File: config.mk
export PLATFORM = sky130hd
export DESIGN_NAME = score_seg_driver
export DESIGN_NICKNAME = d
export VERILOG_FILES = /design/src/rtl/score_seg_driver.sv
export SDC_FILE = /design/constraint.sdc
export NUM_CORES = 1
export LEC_CHECK = 0
export CAP_MARGIN = 20
export CORE_UTILIZATION = 64
export CTS_CLUSTER_DIAMETER = 40
export DETAILED_ROUTE_END_ITERATION = 8
export GPL_ROUTABILITY_DRIVEN = 0
export PLACE_DENSITY = 0.85
export SYNTH_ARGS = -nofsm -noshare
export SYNTH_HDL_FRONTEND = slang
export SYNTH_SLANG_ARGS = --single-unit
File: constraint.sdc
create_clock -name clk -period 12.4 [get_ports clk]
set_input_delay 2.48 -clock clk [delete_from_list [all_inputs] [get_ports clk]]
set_output_delay 2.48 -clock clk [all_outputs]
set_load 0.005 [all_outputs]
File: src/rtl/score_seg_driver.sv
// Binary score -> BCD (sequential double-dabble) -> 4-digit multiplexed 7-segment scan driver.
// Optional feature macro: LEADING_ZERO_BLANK_EN (blanks leading zero digits above digit 0).
module score_seg_driver #(
  parameter int unsigned CLK_HZ  = 50_000_000,
  parameter int unsigned SCAN_HZ = 1_000,
  parameter int unsigned NUM_W   = 21
) (
  input  logic             clk,
  input  logic             rst,
  input  logic [NUM_W-1:0] number,
  output logic [3:0]       an,
  output logic [6:0]       seg,
  output logic             dp,
  output logic             busy
);

  localparam int unsigned DIV = CLK_HZ / SCAN_HZ;
  localparam int unsigned PW  = (DIV > 1) ? $clog2(DIV) : 1;
  localparam int unsigned CW  = $clog2(NUM_W + 1);

  typedef enum logic [1:0] {StIdle, StLoad, StShift, StDone} state_e;

  state_e           r_state, w_state_d;
  logic [NUM_W-1:0] r_bin, r_last;
  logic [27:0]      r_bcd, w_bcd_adj;
  logic [CW-1:0]    r_cnt;
  logic             r_pending;
  logic [15:0]      r_disp;
  logic             r_ovf;
  logic [PW-1:0]    r_presc;
  logic [1:0]       r_idx;
  logic [3:0]       w_digit;
  logic             w_blank;

  function automatic logic [6:0] decode(input logic [3:0] d);
    case (d)
      4'd0:    decode = 7'b1000000;
      4'd1:    decode = 7'b1111001;
      4'd2:    decode = 7'b0100100;
      4'd3:    decode = 7'b0110000;
      4'd4:    decode = 7'b0011001;
      4'd5:    decode = 7'b0010010;
      4'd6:    decode = 7'b0000010;
      4'd7:    decode = 7'b1111000;
      4'd8:    decode = 7'b0000000;
      4'd9:    decode = 7'b0010000;
      default: decode = 7'h7F;
    endcase
  endfunction

  // Double-dabble correction: any nibble >= 5 would overflow past 9 after the shift.
  always_comb begin
    w_bcd_adj = r_bcd;
    for (int k = 0; k < 7; k++) begin
      if (r_bcd[4*k +: 4] >= 4'd5) w_bcd_adj[4*k +: 4] = r_bcd[4*k +: 4] + 4'd3;
    end
  end

  always_comb begin
    w_state_d = r_state;
    case (r_state)
      StIdle:  if (r_pending || (number != r_last)) w_state_d = StLoad;
      StLoad:  w_state_d = StShift;
      StShift: if (r_cnt == CW'(NUM_W - 1)) w_state_d = StDone;
      StDone:  w_state_d = StIdle;
      default: w_state_d = StIdle;
    endcase
  end

  assign busy = (r_state != StIdle);

  always_ff @(posedge clk or posedge rst) begin
    if (rst) begin
      r_state   <= StIdle;
      r_bin     <= '0;
      r_last    <= '0;
      r_bcd     <= '0;
      r_cnt     <= '0;
      r_pending <= 1'b1;
      r_disp    <= '0;
      r_ovf     <= 1'b0;
    end else begin
      r_state <= w_state_d;
      case (r_state)
        StLoad: begin
          r_bin     <= number;
          r_last    <= number;
          r_bcd     <= '0;
          r_cnt     <= '0;
          r_pending <= 1'b0;
        end
        StShift: begin
          {r_bcd, r_bin} <= {w_bcd_adj, r_bin} << 1;
          r_cnt          <= r_cnt + 1'b1;
        end
        StDone: begin
          if (|r_bcd[27:16]) begin
            r_disp <= 16'h9999;
            r_ovf  <= 1'b1;
          end else begin
            r_disp <= r_bcd[15:0];
            r_ovf  <= 1'b0;
          end
        end
        default: ;
      endcase
    end
  end

  assign w_digit = r_disp[4*r_idx +: 4];

`ifdef LEADING_ZERO_BLANK_EN
  // A digit is blank when it and every digit above it are zero; digit 0 always shows.
  always_comb begin
    w_blank = 1'b0;
    case (r_idx)
      2'd3:    w_blank = (r_disp[15:12] == 4'd0);
      2'd2:    w_blank = (r_disp[15:8] == 8'd0);
      2'd1:    w_blank = (r_disp[15:4] == 12'd0);
      default: w_blank = 1'b0;
    endcase
  end
`else
  assign w_blank = 1'b0;
`endif

  always_ff @(posedge clk or posedge rst) begin
    if (rst) begin
      r_presc <= '0;
      r_idx   <= 2'd0;
      an      <= 4'hF;
      seg     <= 7'h7F;
      dp      <= 1'b1;
    end else begin
      if (r_presc == PW'(DIV - 1)) begin
        r_presc <= '0;
        r_idx   <= r_idx + 2'd1;
      end else begin
        r_presc <= r_presc + 1'b1;
      end
      an  <= ~(4'b0001 << r_idx);
      seg <= w_blank ? 7'h7F : decode(w_digit);
      dp  <= ~(r_ovf && (r_idx == 2'd0));
    end
  end

endmodule

==> impl_metrics.csv <==
group,metric,value,unit
drt,ant_nets,0,
cells_and_area,fill_cells,603,
timing,post-route-period-util,34.36,%
timing,setup_viol,0,
pwr,p_int,1026,uW
pwr,seqPwrFrac,37.0,%
drt,wl,12470,um
die,rows,35,
grt,antenna_found_initial,0,
min_path,min_from,"r_ovf$_DFFE_PP0N_",
drt,viasPerCell,5.704,
synthesis,ys_warn_count,0,
synthesis,ys.flop_type,"dfrtp_1",
synthesis,synth.area.mux_share,12.21,%
critical_path,critPathCaptureType,"output port",
synthesis,synth.most_common_cell,"dfrtp_1",
synthesis,synth_top_area_share,44.91,%
pwr,power_switching_share,34.21,%
timing,rsz0062_at_grt,"false",
min_path,min_to,"dp$_DFF_PP1_",
synthesis,synth_fa_ha_area_share,6.616,%
pwr,power_leakage,0.003169,uW
die,die_x,100.8,um
cells_and_area,antenna_cells,0,
cells_and_area,syn_to_final_growth,16.12,%
drt,routedWlPerCell,16.39,um
pwr,clock_power_share,30.2,%
synthesis,netlist.top_cell.by_area,"dfrtp_1",
die,core_area,9328,sq um
timing,max_freq,234.7,MHz
clock_tree,cts_tree,"yes",
drt,drt_first_iter_violations,294,
synthesis,synth_top_family_by_area,"multiplexers",
cells_and_area,drive_above_1_share,13.45,%
clock_tree,clockRootBuffer,"clkbuf_8",
critical_path,r2r_slack,10.26,ns
drt,vias,4341,
clock_tree,numClockSinks,125,
critical_path,reg2regPathDepth,7,
synthesis,synth_area_leaders,"dfrtp_1 45%, ha_1 6.6%, mux2i_1 6.3%",
clock_tree,cts_setup_buffers,0,
critical_path,start_kind,"flop",
timing,max-slew-margin-rel,26.92,%
cells_and_area,seqCellArea,3144,sq um
grt,grt_pass1_vias,4545,
pwr,peakVddDrop,151.7,uV
status,outcome,"completed",
timing,slew_violations,0,
clock_tree,ctsResizeCount,0,
job,max_cap_violations,0,
cells_and_area,final_cells,761,
timing,fin_crit,4.261,ns
critical_path,required,9.92,ns
synthesis,synthSimpleGateAreaFrac,10.65,%
synthesis,synth_compound_area_share,8.982,%
clock_tree,cts_made_buffers,17,
die,chipHeight,100.8,um
cells_and_area,fin_util,77.69,%
critical_path,path_max_fanout,4,
min_path,whs_path_depth,1,
die,initial_utilization,66.91,%
clock_tree,clock_latency,0.52,ns
pwr,p_per_area,215.2,nW/um^2
synthesis,synth-edff-count,0,
synthesis,synth_seq_cells,125,
min_path,hold_class,"flop to flop",
cells_and_area,multi_input_comb_area,2805,sq um
timing,worst_pin_slew,1.096,ns
clock_tree,holdBufCountCts,0,
clock_tree,clock_path_buffers,2,
grt,groute.usage.overall,26.92,%
synthesis,seq_area_frac_synth,50.38,%
synthesis,synth_cell_types,40,
grt,overflow,0,
timing,timing.hold.ws,0.4136,ns
critical_path,r2r-start,"r_state[1]$_DFFE_PP0P_",
synthesis,avgSynthCellArea,10.65,sq um
placement,hpwl,7978,um
synthesis,synth_commonest_cells,"112 x dfrtp_1, 52 x inv_1, 52 x nor2_1",
critical_path,worst_ep_arrival_time,1.78,ns
synthesis,syn_nets,642,
die,io_pins,36,
timing,finalClockSkew,0.009067,ns
drt,route.detailed.drc,0,
synthesis,synthArstFlopShare,100.0,%
clock_tree,h-tree-depth,4,
pwr,p_comb_share,32.8,%
pwr,switchingPower,533.5,uW
grt,grt_pass1_wl,20800,um
cells_and_area,nNetsFinal,676,
timing,hold_viol,0,
clock_tree,cts.clk_slew.worst_paths,0.06,ns
critical_path,crit_type,"flop to output port",
die,die_area,10150,sq um
placement,numPortBuffers,35,
drt,drt-pass1-iter-count,5,
grt,grt_max_degree,89,
synthesis,synthCells,586,
synthesis,synth_area,6241,sq um
synthesis,yosys.area_share.xor_xnor,6.455,%
timing,setup_tns,0,ns
placement,dp_cells,730,
critical_path,r2r_end,"r_cnt[3]$_DFFE_PP0P_",
[routing by layer]
layer	global-route usage, %	share of wire [%]	up-vias
li1	-	-	2057
met1	33.13	42	2164
met2	46.47	53	94
met3	6.449	3.6	26
met4	9.699	2.0	0
met5	0	0	-
[logic make-up after synthesis]
group | Yosys count
simple gates | 138
flops | 125
compound gates | 100
buf+inv | 75
mux | 69
xor+xnor | 46
fa+ha+maj | 33
[sequential cells by signal, indices dropped and copies added (netlist names)]
register   cells
r_bin         21
r_state        2
r_idx          2
r_last        21
dp             1
r_presc       16
r_pending      1
an             4
r_disp        16
seg            7
r_ovf          1
r_cnt          5
r_bcd         28
[worst max-delay path by stage]
stage                           startpoint               endpoint  cells past startpoint
floorplan                              rst   r_bcd[0]$_DFFE_PP0P_                      1
global placement                       rst  r_bin[10]$_DFFE_PP0P_                      3
detailed placement                     rst  r_bin[10]$_DFFE_PP0P_                      3
CTS                 r_state[0]$_DFFE_PP0P_                   busy                      4
global route        r_state[0]$_DFFE_PP0P_                   busy                      4
finish              r_state[0]$_DFFE_PP0P_                   busy                      4
[cell usage in the layout, fill, tap and decap left out, types with 3 or more instances in the layout]
cell and n:
a21oi_1 38, a22oi_1 3, and3_1 7, buf_4 3, clkbuf_16 16, clkbuf_8 3
clkdlybuf4s50_1 35, clkinv_2 3, clkinv_4 3, dfrtp_1 112, dfstp_2 13, ha_1 32
inv_1 51, mux2_2 27, mux2i_1 39, mux4_2 3, nand2_1 29, nand2b_1 7
nand3_1 11, nand4_1 9, nor2_1 52, nor3_1 8, nor4_1 3, o21ai_0 35
o22ai_1 18, xnor2_1 38, xor2_1 8
[worst max-delay path, cell delays in order, from the launching register on]
cell             delay [ns]
dfrtp_1                0.39
inv_1                  0.08
ha_2                   0.19
inv_1                  0.09
clkdlybuf4s50_1        0.51
[power groups by stage]
stage	Clock [uW]	Combinational (uW)	Sequential [uW]
floorplan	0	395	564
global route	493	563	587
detailed placement	0	502	581
finish	471	512	577
CTS	474	513	577
global placement	0	478	574
[final cells by class]
| cell class | count | share of cell area [%] |
|---|---|---|
| Sequential cell | 125 | 43.39 |
| Clock inverter | 10 | 1.606 |
| Tap cell | 129 | 2.227 |
| Multi-Input combinational cell | 386 | 38.71 |
| Inverter | 52 | 2.728 |
| Timing Repair Buffer | 38 | 5.145 |
| Clock buffer | 21 | 6.198 |
[per-stage QoR]
step / setup slack (ns) / power (uW) / area [sq um]
floorplan: 6.614 / 958.7 / 6241
global placement: 8.062 / 1053 / 6681
detailed placement: 8.053 / 1082 / 6681
CTS: 8.118 / 1564 / 7247
global route: 8.074 / 1643 / 7247
finish: 8.139 / 1560 / 7247
No activity file was read; power rests on OpenSTA's default activity.
